<file path="src/rtl/accel_sequencer_pkg.sv">
// Shared constants for the accelerator control sequencer: array geometry,
// FSM state encoding, output mode codes and the registered strobe bundle.
package accel_sequencer_pkg;

    localparam int ARRAY_WIDTH = 4;
    localparam int ARRAY_LAT = 3 * ARRAY_WIDTH - 1;
    localparam int KW        = 8;
    localparam int CNT_W     = $clog2(ARRAY_LAT + ARRAY_WIDTH + 1);

    localparam logic [3:0] S_IDLE   = 4'd0;
    localparam logic [3:0] S_CLR    = 4'd1;
    localparam logic [3:0] S_LOAD_W = 4'd2;
    localparam logic [3:0] S_PRE_W  = 4'd3;
    localparam logic [3:0] S_LOAD_A = 4'd4;
    localparam logic [3:0] S_STREAM = 4'd5;
    localparam logic [3:0] S_ACC    = 4'd6;
    localparam logic [3:0] S_DRAIN  = 4'd7;
    localparam logic [3:0] S_DONE   = 4'd8;

    localparam logic [1:0] MODE_RAW     = 2'b00;
    localparam logic [1:0] MODE_RELU    = 2'b01;
    localparam logic [1:0] MODE_SOFTMAX = 2'b10;

    // Every Moore strobe, registered as one bundle from the next-state decode.
    typedef struct packed {
        logic host_ready;
        logic host_sel_weight;
        logic input_buffer_out_en;
        logic input_buffer_delay_clear;
        logic weight_buffer_out_en;
        logic write_weight_en;
        logic output_buffer_load_en;
        logic output_buffer_load_clear;
        logic output_buffer_acc_enable;
        logic output_buffer_acc_clear;
        logic output_buffer_out_en;
        logic relu_en;
        logic softmax_en;
        logic out_valid;
        logic busy;
        logic done;
    } strobe_t;

endpackage

</file>
<file path="src/rtl/accel_sequencer_seq_beat_counter.sv">
// Up-counter with synchronous clear and a terminal-count flag; exposes the
// next value so the owner can decode registered outputs one cycle early.
module accel_sequencer_seq_beat_counter #(
    parameter int W = 4
) (
    input  logic         clk,
    input  logic         rst,
    input  logic         clear,
    input  logic         inc,
    input  logic [W-1:0] terminal,
    output logic [W-1:0] count_next,
    output logic         at_terminal
);

    logic [W-1:0] count;

    always_comb begin
        count_next = count;
        if (clear) begin
            count_next = '0;
        end else if (inc) begin
            count_next = count + W'(1);
        end
    end

    assign at_terminal = (count == terminal);

    always_ff @(posedge clk) begin
        if (rst) begin
            count <= '0;
        end else begin
            count <= count_next;
        end
    end

endmodule

</file>
<file path="src/rtl/accel_sequencer.sv">
// Job sequencer for the systolic accelerator: load weights/activations per tile,
// preload, stream, accumulate K tiles, then drain with the latched output mode.
module accel_sequencer
    import accel_sequencer_pkg::*;
(
    input  logic          clk,
    input  logic          rst,
    input  logic          start,
    input  logic          abort,
    input  logic [KW-1:0] k_tiles,
    input  logic [1:0]    mode,
    input  logic          host_valid,
    output logic          host_ready,
    output logic          host_sel_weight,
    output logic          input_buffer_load_en,
    output logic          input_buffer_out_en,
    output logic          input_buffer_delay_clear,
    output logic          weight_buffer_load_en,
    output logic          weight_buffer_out_en,
    output logic          write_weight_en,
    output logic          output_buffer_load_en,
    output logic          output_buffer_load_clear,
    output logic          output_buffer_acc_enable,
    output logic          output_buffer_acc_clear,
    output logic          output_buffer_out_en,
    output logic          relu_en,
    output logic          softmax_en,
    output logic          out_valid,
    output logic          busy,
    output logic          done,
    output logic [3:0]    fsm_state
);

    // Host handshake: a beat transfers in any cycle where host_ready and
    // host_valid are both high; host_ready depends only on state, never on
    // host_valid, and a low host_valid simply holds the beat count.

    logic [3:0]       state;
    logic [3:0]       state_d;
    logic [KW-1:0]    k_eff;
    logic [1:0]       mode_q;
    logic             beat;

    logic             cnt_clear;
    logic             cnt_inc;
    logic [CNT_W-1:0] cnt_term;
    logic [CNT_W-1:0] cnt_next;
    logic             cnt_last;

    logic             t_clear;
    logic             t_inc;
    logic [KW-1:0]    t_next;
    logic             t_last;

    strobe_t          strb;
    strobe_t          strb_d;

    assign beat = host_valid && ((state == S_LOAD_W) || (state == S_LOAD_A));

    always_comb begin
        state_d = state;
        if ((state != S_IDLE) && abort) begin
            state_d = S_IDLE;
        end else begin
            case (state)
                S_IDLE:   if (start) state_d = S_CLR;
                S_CLR:    state_d = S_LOAD_W;
                S_LOAD_W: if (beat && cnt_last) state_d = S_PRE_W;
                S_PRE_W:  if (cnt_last) state_d = S_LOAD_A;
                S_LOAD_A: if (beat && cnt_last) state_d = S_STREAM;
                S_STREAM: if (cnt_last) state_d = S_ACC;
                S_ACC:    state_d = t_last ? S_DRAIN : S_CLR;
                S_DRAIN:  if (cnt_last) state_d = S_DONE;
                S_DONE:   state_d = S_IDLE;
                default:  state_d = S_IDLE;
            endcase
        end
    end

    // Beat counter restarts on every state change; STREAM runs the longest.
    assign cnt_clear = (state_d != state);
    assign cnt_inc   = beat || (state == S_PRE_W) || (state == S_STREAM)
                       || (state == S_DRAIN);
    assign cnt_term  = (state == S_STREAM) ? CNT_W'(ARRAY_LAT + ARRAY_WIDTH - 1)
                                           : CNT_W'(ARRAY_WIDTH - 1);

    accel_sequencer_seq_beat_counter #(.W(CNT_W)) u_beat_cnt (
        .clk         (clk),
        .rst         (rst),
        .clear       (cnt_clear),
        .inc         (cnt_inc),
        .terminal    (cnt_term),
        .count_next  (cnt_next),
        .at_terminal (cnt_last)
    );

    // Tile counter: t_last means the tile now in ACC is the final one.
    assign t_clear = (state == S_IDLE) && start;
    assign t_inc   = (state == S_ACC);

    accel_sequencer_seq_beat_counter #(.W(KW)) u_tile_cnt (
        .clk         (clk),
        .rst         (rst),
        .clear       (t_clear),
        .inc         (t_inc),
        .terminal    (k_eff - KW'(1)),
        .count_next  (t_next),
        .at_terminal (t_last)
    );

    always_comb begin
        strb_d = '0;
        strb_d.busy = (state_d != S_IDLE);
        case (state_d)
            S_CLR: begin
                strb_d.output_buffer_load_clear = 1'b1;
                strb_d.input_buffer_delay_clear = 1'b1;
                strb_d.output_buffer_acc_clear  = (t_next == '0);
            end
            S_LOAD_W: begin
                strb_d.host_ready      = 1'b1;
                strb_d.host_sel_weight = 1'b1;
            end
            S_PRE_W: begin
                strb_d.weight_buffer_out_en = 1'b1;
                strb_d.write_weight_en      = 1'b1;
            end
            S_LOAD_A: strb_d.host_ready = 1'b1;
            S_STREAM: begin
                strb_d.input_buffer_out_en   = (cnt_next < CNT_W'(ARRAY_WIDTH));
                strb_d.output_buffer_load_en = (cnt_next >= CNT_W'(ARRAY_LAT));
            end
            S_ACC: strb_d.output_buffer_acc_enable = 1'b1;
            S_DRAIN: begin
                strb_d.output_buffer_out_en = 1'b1;
                strb_d.out_valid            = 1'b1;
                strb_d.relu_en              = (mode_q == MODE_RELU);
                strb_d.softmax_en           = (mode_q == MODE_SOFTMAX);
            end
            S_DONE:  strb_d.done = 1'b1;
            default: ;
        endcase
    end

    always_ff @(posedge clk) begin
        if (rst) begin
            state  <= S_IDLE;
            strb   <= '0;
            k_eff  <= KW'(1);
            mode_q <= MODE_RAW;
        end else begin
            state <= state_d;
            strb  <= strb_d;
            if ((state == S_IDLE) && start) begin
                k_eff  <= (k_tiles == '0) ? KW'(1) : k_tiles;
                mode_q <= mode;
            end
        end
    end

    // Load enables follow the live host_valid so a stalled beat is never captured.
    assign weight_buffer_load_en = strb.host_ready && strb.host_sel_weight && host_valid;
    assign input_buffer_load_en  = strb.host_ready && !strb.host_sel_weight && host_valid;

    assign host_ready               = strb.host_ready;
    assign host_sel_weight          = strb.host_sel_weight;
    assign input_buffer_out_en      = strb.input_buffer_out_en;
    assign input_buffer_delay_clear = strb.input_buffer_delay_clear;
    assign weight_buffer_out_en     = strb.weight_buffer_out_en;
    assign write_weight_en          = strb.write_weight_en;
    assign output_buffer_load_en    = strb.output_buffer_load_en;
    assign output_buffer_load_clear = strb.output_buffer_load_clear;
    assign output_buffer_acc_enable = strb.output_buffer_acc_enable;
    assign output_buffer_acc_clear  = strb.output_buffer_acc_clear;
    assign output_buffer_out_en     = strb.output_buffer_out_en;
    assign relu_en                  = strb.relu_en;
    assign softmax_en               = strb.softmax_en;
    assign out_valid                = strb.out_valid;
    assign busy                     = strb.busy;
    assign done                     = strb.done;
    assign fsm_state                = state;

endmodule

</file>
<file path="config.mk">
export PLATFORM = sky130hd
export DESIGN_NAME = accel_sequencer
export DESIGN_NICKNAME = d
export VERILOG_FILES = /design/src/rtl/accel_sequencer_pkg.sv /design/src/rtl/accel_sequencer_seq_beat_counter.sv /design/src/rtl/accel_sequencer.sv
export SDC_FILE = /design/constraint.sdc
export NUM_CORES = 1
export LEC_CHECK = 0
export CAP_MARGIN = 20
export CORE_MARGIN = 2
export CORE_UTILIZATION = 25
export CTS_CLUSTER_DIAMETER = 40
export CTS_CLUSTER_SIZE = 14
export DETAILED_ROUTE_END_ITERATION = 10
export HOLD_SLACK_MARGIN = 0.02
export PLACE_DENSITY = 0.5
export RECOVER_POWER = 50
export SLEW_MARGIN = 10
export SYNTH_ARGS = -nofsm -noshare
export SYNTH_HDL_FRONTEND = slang
export SYNTH_SLANG_ARGS = --single-unit
</file>
<file path="constraint.sdc">
create_clock -name clk -period 2.8 [get_ports clk]
set_input_delay 0.84 -clock clk [delete_from_list [all_inputs] [get_ports clk]]
set_output_delay 0.84 -clock clk [all_outputs]
set_load 0.05 [all_outputs]
</file>
## After elaboration in Yosys (flattened, before gate mapping)

Cells that the tools add are included.

- Register bits: 41
- Bits of input ports: 15
- Output and inout bits: 22
- Logic and storage cells: 92

- $add $sub $neg: 3
- Magnitude comparators: 2
- Equal/unequal tests: 20
- Muxes and demuxes: 22
- Bitwise logic cells: 3
- Reductions and logical operators: 22

Operators with widths:

| operator | count |
|---|---|
| two-way mux 4 bit | 11 |
| == test 4 x 3 -> 1 bit (second input constant) | 8 |
| one-hot mux 4 bit (8 select lines) | 1 |
| two-way mux 8 bit | 3 |
| == test 4 x 2 -> 1 bit (second input constant) | 4 |
| zero test 8 bit | 2 |
| adder 8 x 1 -> 8 bit (second input constant) | 1 |
| == test 4 x 1 -> 1 bit (second input constant) | 2 |
| == test 8 bit | 1 |
| logical AND 1 bit | 8 |
| nonzero test 4 bit | 2 |
| OR reduction 2 bit | 4 |
| subtractor 8 x 1 -> 8 bit (second input constant) | 1 |
| two-way mux 1 bit | 5 |
| adder 4 x 1 -> 4 bit (second input constant) | 1 |
| == test 4 bit | 1 |
| == test 4 bit (second input constant) | 1 |
| >= comparator 4 bit (second input constant) | 1 |
| zero test 4 bit | 1 |
| logical OR 1 bit | 4 |
| less-than comparator 4 x 3 -> 1 bit (second input constant) | 1 |
| != test 4 bit | 1 |
| two-way mux 3 bit | 1 |
| NOT 1 bit | 3 |
| 4 further kinds | 4 |

## Depth between registers and ports, before layout

- Word-level depth: 10
- Mapped depth: 9
- Mapped depth without buffers: 8

## Modules after synthesis

A second synthesis with hierarchy kept.

- Cell total of the unflattened synthesis: 237
- Area total of the unflattened synthesis: 2028.2 µm²

By module, submodules not included:

| module | instances | cells an instance | area an instance (µm²) | sequential area each (µm²) |
|---|---|---|---|---|
| accel_sequencer | 1 | 152 | 1292.5 | 540.5 |
| accel_sequencer_seq_beat_counter (u_tile_cnt) | 1 | 57 | 466.7 | 160.2 |
| accel_sequencer_seq_beat_counter (u_beat_cnt) | 1 | 28 | 269.0 | 80.1 |

## Worst setup path after synthesis

OpenSTA, ideal clock, no wires.

- Path kind: register to register
- Start point: register state[2] (netlist: fsm_state[2])
- End point: register strb (netlist bit relu_en)
- Library setup time: 87 ps
- Arrival time: 2519 ps
- Required time: 2713 ps
- Slack: 194 ps
- Stages on the path, launching flop included: 9
- Buffers on the path: 2
- Period minus slack after synthesis: 2606 ps
- Cells stage by stage: dfxtp_1 > buf_2 > and4bb_1 > buf_2 > nand3_1 > or4b_1 > o31a_1 > nand2b_4 > nor4b_2

- Cells in the longest elaborated chain, start to end: 10
- Elaborated cells between the ends (all ways): 26
- Classes of those cells: eq/ne (9); mux (9); bitwise (1); reduce/logical (7)

RTL lines:

| item | line | source |
|---|---|---|
| start, declared | accel_sequencer.sv:38 | `logic [3:0] state;` |
| start signal, assigned | accel_sequencer.sv:152 | `state <= state_d;` |
| == test 4 x 3 -> 1 bit (tied with other cells) | accel_sequencer.sv:65, accel_sequencer.sv:84 |  |
| two-way mux 4 bit / logical OR 1 bit (equally long branches) | accel_sequencer.sv:84, accel_sequencer.sv:58 |  |
| == test 4 bit / logical AND 1 bit (equally long branches) | accel_sequencer_seq_beat_counter.sv:26, accel_sequencer.sv:58 |  |
| logical AND 1 bit | accel_sequencer.sv:68, accel_sequencer.sv:70 |  |
| two-way mux 4 bit (on tied branches) | accel_sequencer.sv:70, accel_sequencer.sv:68 |  |
| one-hot mux 4 bit (8 select lines) | accel_sequencer.sv:65 | `case (state)` |
| two-way mux 4 bit * | accel_sequencer.sv:62 | `if ((state != S_IDLE) && abort) begin` |
| == test 4 x 3 -> 1 bit * | accel_sequencer.sv:114 | `case (state_d)` |
| NOT 1 bit (no source line) * | - |  |
| OR reduction 2 bit (no source line) * | - |  |
| end signal, assigned | accel_sequencer.sv:153 | `strb <= strb_d;` |
| end, declared | accel_sequencer.sv:55 | `strobe_t strb;` |

Every way passes the cells marked *; elsewhere a longest branch is shown, timed or not.
A chain may end at the register's enable or synchronous reset.

## Worst setup path after layout

- Start point: input host_valid
- End point: output input_buffer_load_en

- Cells in the longest elaborated chain, start to end: 1

RTL lines:

| item | line | source |
|---|---|---|
| start, declared | accel_sequencer.sv:12 | `input logic host_valid,` |
| logical AND 1 bit | accel_sequencer.sv:163 | `assign input_buffer_load_en = strb.host_ready && !strb.host_sel_weight && host_valid;` |
| end, declared | accel_sequencer.sv:15 | `output logic input_buffer_load_en,` |

No other way between the ends.

==> metrics.yaml <==
yosys:
  yosysWarnings: 0
  syn_area_um2: 2270
  synth_edf_count: 0
  async_flop_share_pct: 0
  mappedNetlistNets: 300
  ys_seq_elements: 39
  seq_area_frac_synth_pct: 34.4
  synthDistinctLibCells: 59
  synthFlopType: "dfxtp_1"
  syn_area_per_cell_um2: 8.06
  netlist_instances: 282
floorplanning:
  die_width_um: 99.3
  die_area_um2: 9870
  initial_core_util_pct: 25.9
  core_area_um2: 8760
  pin_count: 37
  rows: 34
  fp.dieH_um: 99.3
pwr:
  ir_drop_v: 0.000229
  combPwrFrac_pct: 21.9
  switching_share_pct: 28.1
  power.switching_mw: 0.419
  clock_power_share_pct: 37.5
  powerDensity_nw_per_um2: 503
  seqPwrFrac_pct: 40.6
  p_leak_nw: 1.14
  internal_power_mw: 1.07
  power_mw: 1.49
worst_setup_path:
  end_kind: "output port"
  required_ns: 1.96
  r2r_slack_ns: 0.18
  rr_startpoint: "k_eff[0]"
  worstRegToRegCells: 8
  arrival_ns: 1.82
  rr_endpoint: "output_buffer_load_en"
  start_kind: "input port"
  path_class: "in -> out"
  cp_max_fo: 3
  cp-startpoint: "host_valid"
timing:
  fin_crit_sh_pct: 94.8
  setup_viol: 0
  finalHoldViolations: 0
  slew_headroom_pct: 60.2
  tightestPinTransition_ns: 0.589
  skew_ns: 0.00637
  fmax_ghz: 0.377
  rsz0062_at_grt: "no"
  holdWs_ns: 0.463
  period_needed_ns: 2.66
  finalMaxSlewViolations: 0
placement:
  place_area_um2: 2840
  gp_congestion: 0.796
  numPortBuffers: 36
  hpwl_um: 4410
  dp.cells: 424
detailed_routing:
  routedWlPerCell_um: 13.2
  ant_nets: 0
  first_pass_iters: 4
  drc: 0
  vias: 2090
  drt_iter0_markers: 83
  drt-total-wl_um: 5710
  drt-vias-per-instance: 4.84
finish:
  area_growth_pct: 30.2
  num_antenna_cells: 0
  stdcell_count: 432
  fin_util_pct: 33.8
  layout.nets: 341
  fin_area_um2: 2960
  drive_above_1_share_pct: 11.4
global_routing:
  grt_pass1_wl_um: 9770
  antenna_found_initial: 0
  overflow: 0
  grt_usage_pct: 12.0
  grt_pass1_vias: 2071
  grt_max_degree: 21
clocking:
  ctsRootBufferMaster: "clkbuf_8"
  path_clk_slew_ns: 0.08
  htree_levels: 2
  clk_latency_ns: 0.29
  cts_buffers: 5
  cts-root-to-sink-buffers: 2
  cts_num_sinks: 39
  hold_buffers: 0
  cts_resized: 0
  cts_tree: "yes"
  post_cts.repair.setup_buffers: 0
worst_hold_path:
  hp-start: "mode_q[0]"
  holdPathEnd: "softmax_en"
  min_path_type: "reg -> reg"
  min_path_cells: 1
flow_run:
  max_cap_violations: 0
status:
  status: "complete, no violations"
layout by cell type (no fill, tap or decap), types with 3 or more instances in the layout:
| master | netlist | routed |
|---|---|---|
| o21ai_0 | 8 | 8 |
| clkdlybuf4s50_1 | 0 | 15 |
| clkbuf_8 | 0 | 5 |
| nand4_1 | 3 | 3 |
| or3_1 | 3 | 3 |
| xnor2_1 | 16 | 16 |
| ha_1 | 3 | 3 |
| nand3_1 | 6 | 6 |
| nor4b_2 | 5 | 5 |
| a31oi_1 | 4 | 4 |
| and2_1 | 3 | 3 |
| nor2_1 | 31 | 31 |
| nor3_1 | 14 | 14 |
| nand2b_1 | 3 | 3 |
| dlygate4sd3_1 | 0 | 18 |
| nor2b_1 | 3 | 3 |
| or4_1 | 3 | 3 |
| xor2_1 | 9 | 9 |
| inv_1 | 12 | 12 |
| dfxtp_1 | 39 | 39 |
| clkbuf_1 | 16 | 4 |
| a21oi_1 | 17 | 17 |
| buf_4 | 3 | 17 |
| nand2_1 | 32 | 32 |
kinds of logic after synthesis:
| family | Yosys count | synth area share (%) |
|---|---|---|
| simple gates | 122 | 29.8 |
| compound gates | 56 | 16.9 |
| flops | 39 | 34.4 |
| buf+inv | 34 | 6.28 |
| xor+xnor | 25 | 9.64 |
| mux | 3 | 1.38 |
| fa+ha+maj | 3 | 1.65 |
through the flow:
| step | setup WS, ns | setup TNS [ns] |
|---|---|---|
| after global placement | -0.0132 | -0.0263 |
| after floorplan | 0.194 | 0 |
| after CTS | 0.130 | 0 |
| final | 0.145 | 0 |
| after detailed placement | -0.0546 | -0.194 |
| after global routing | 0.00269 | 0 |
how the worst max path moves through the flow:
stage	cells after the start	to	slack, ns
6_report	5	input_buffer_load_en	0.14
4_1_cts	5	input_buffer_load_en	0.13
3_3_place_gp	8	u_beat_cnt.count[1]	-0.01
3_5_place_dp	8	u_beat_cnt.count[0]	-0.05
2_1_floorplan	8	relu_en	0.19
5_1_grt	8	output_buffer_load_en	0.003
worst max-delay path, stage by stage:
cell,delay [ns]
clkdlybuf4s50_1,0.48
buf_4,0.12
nand2_1,0.04
nor2_1,0.16
buf_12,0.16
synth_stat cells (4+ instances only):
cell,instances,area (µm²)
a21oi_1,17,85.1
a31oi_1,4,25.0
clkbuf_1,16,60.1
dfxtp_1,39,781
inv_1,12,45.0
nand2_1,32,120
nand3_1,6,30.0
nor2_1,31,116
nor3_1,14,70.1
nor4b_2,5,75.1
o21ai_0,8,40.0
xnor2_1,16,140
xor2_1,9,78.8
cell type report:
cell class	instances	area (µm²)
well taps	108	135
inverters	12	45.0
clock buffers	6	72.6
flip-flops and latches	39	781
multi-input cells	209	1350
fillers	946	5800
repair buffers	56	517
clock inverters	2	60.1
power by group through the flow:
stage          Combinational (mW)  Sequential, mW  Clock, mW
4_1_cts                     0.335           0.606      0.571
2_1_floorplan               0.184           0.650          0
6_report                    0.326           0.605      0.558
5_1_grt                     0.357           0.610      0.600
3_3_place_gp                0.331           0.618          0
3_5_place_dp                0.333           0.619          0
registers in the layout, indices dropped and copies added, names as in the netlist, 2 cells and up:
signal,cells
u_beat_cnt.count,4
k_eff,8
fsm_state,4
mode_q,2
u_tile_cnt.count,8
routing by layer:
| metal | share of wire [%] | track usage, % | vias to the layer above |
|---|---|---|---|
| li1 | - | - | 1075 |
| met1 | 49 | 15.7 | 973 |
| met2 | 47 | 20.8 | 35 |
| met3 | 3.4 | 2.32 | 7 |
| met4 | 0.72 | 2.21 | 0 |
| met5 | 0 | 0 | - |
Note: power is estimated with default switching activity, not from simulation.
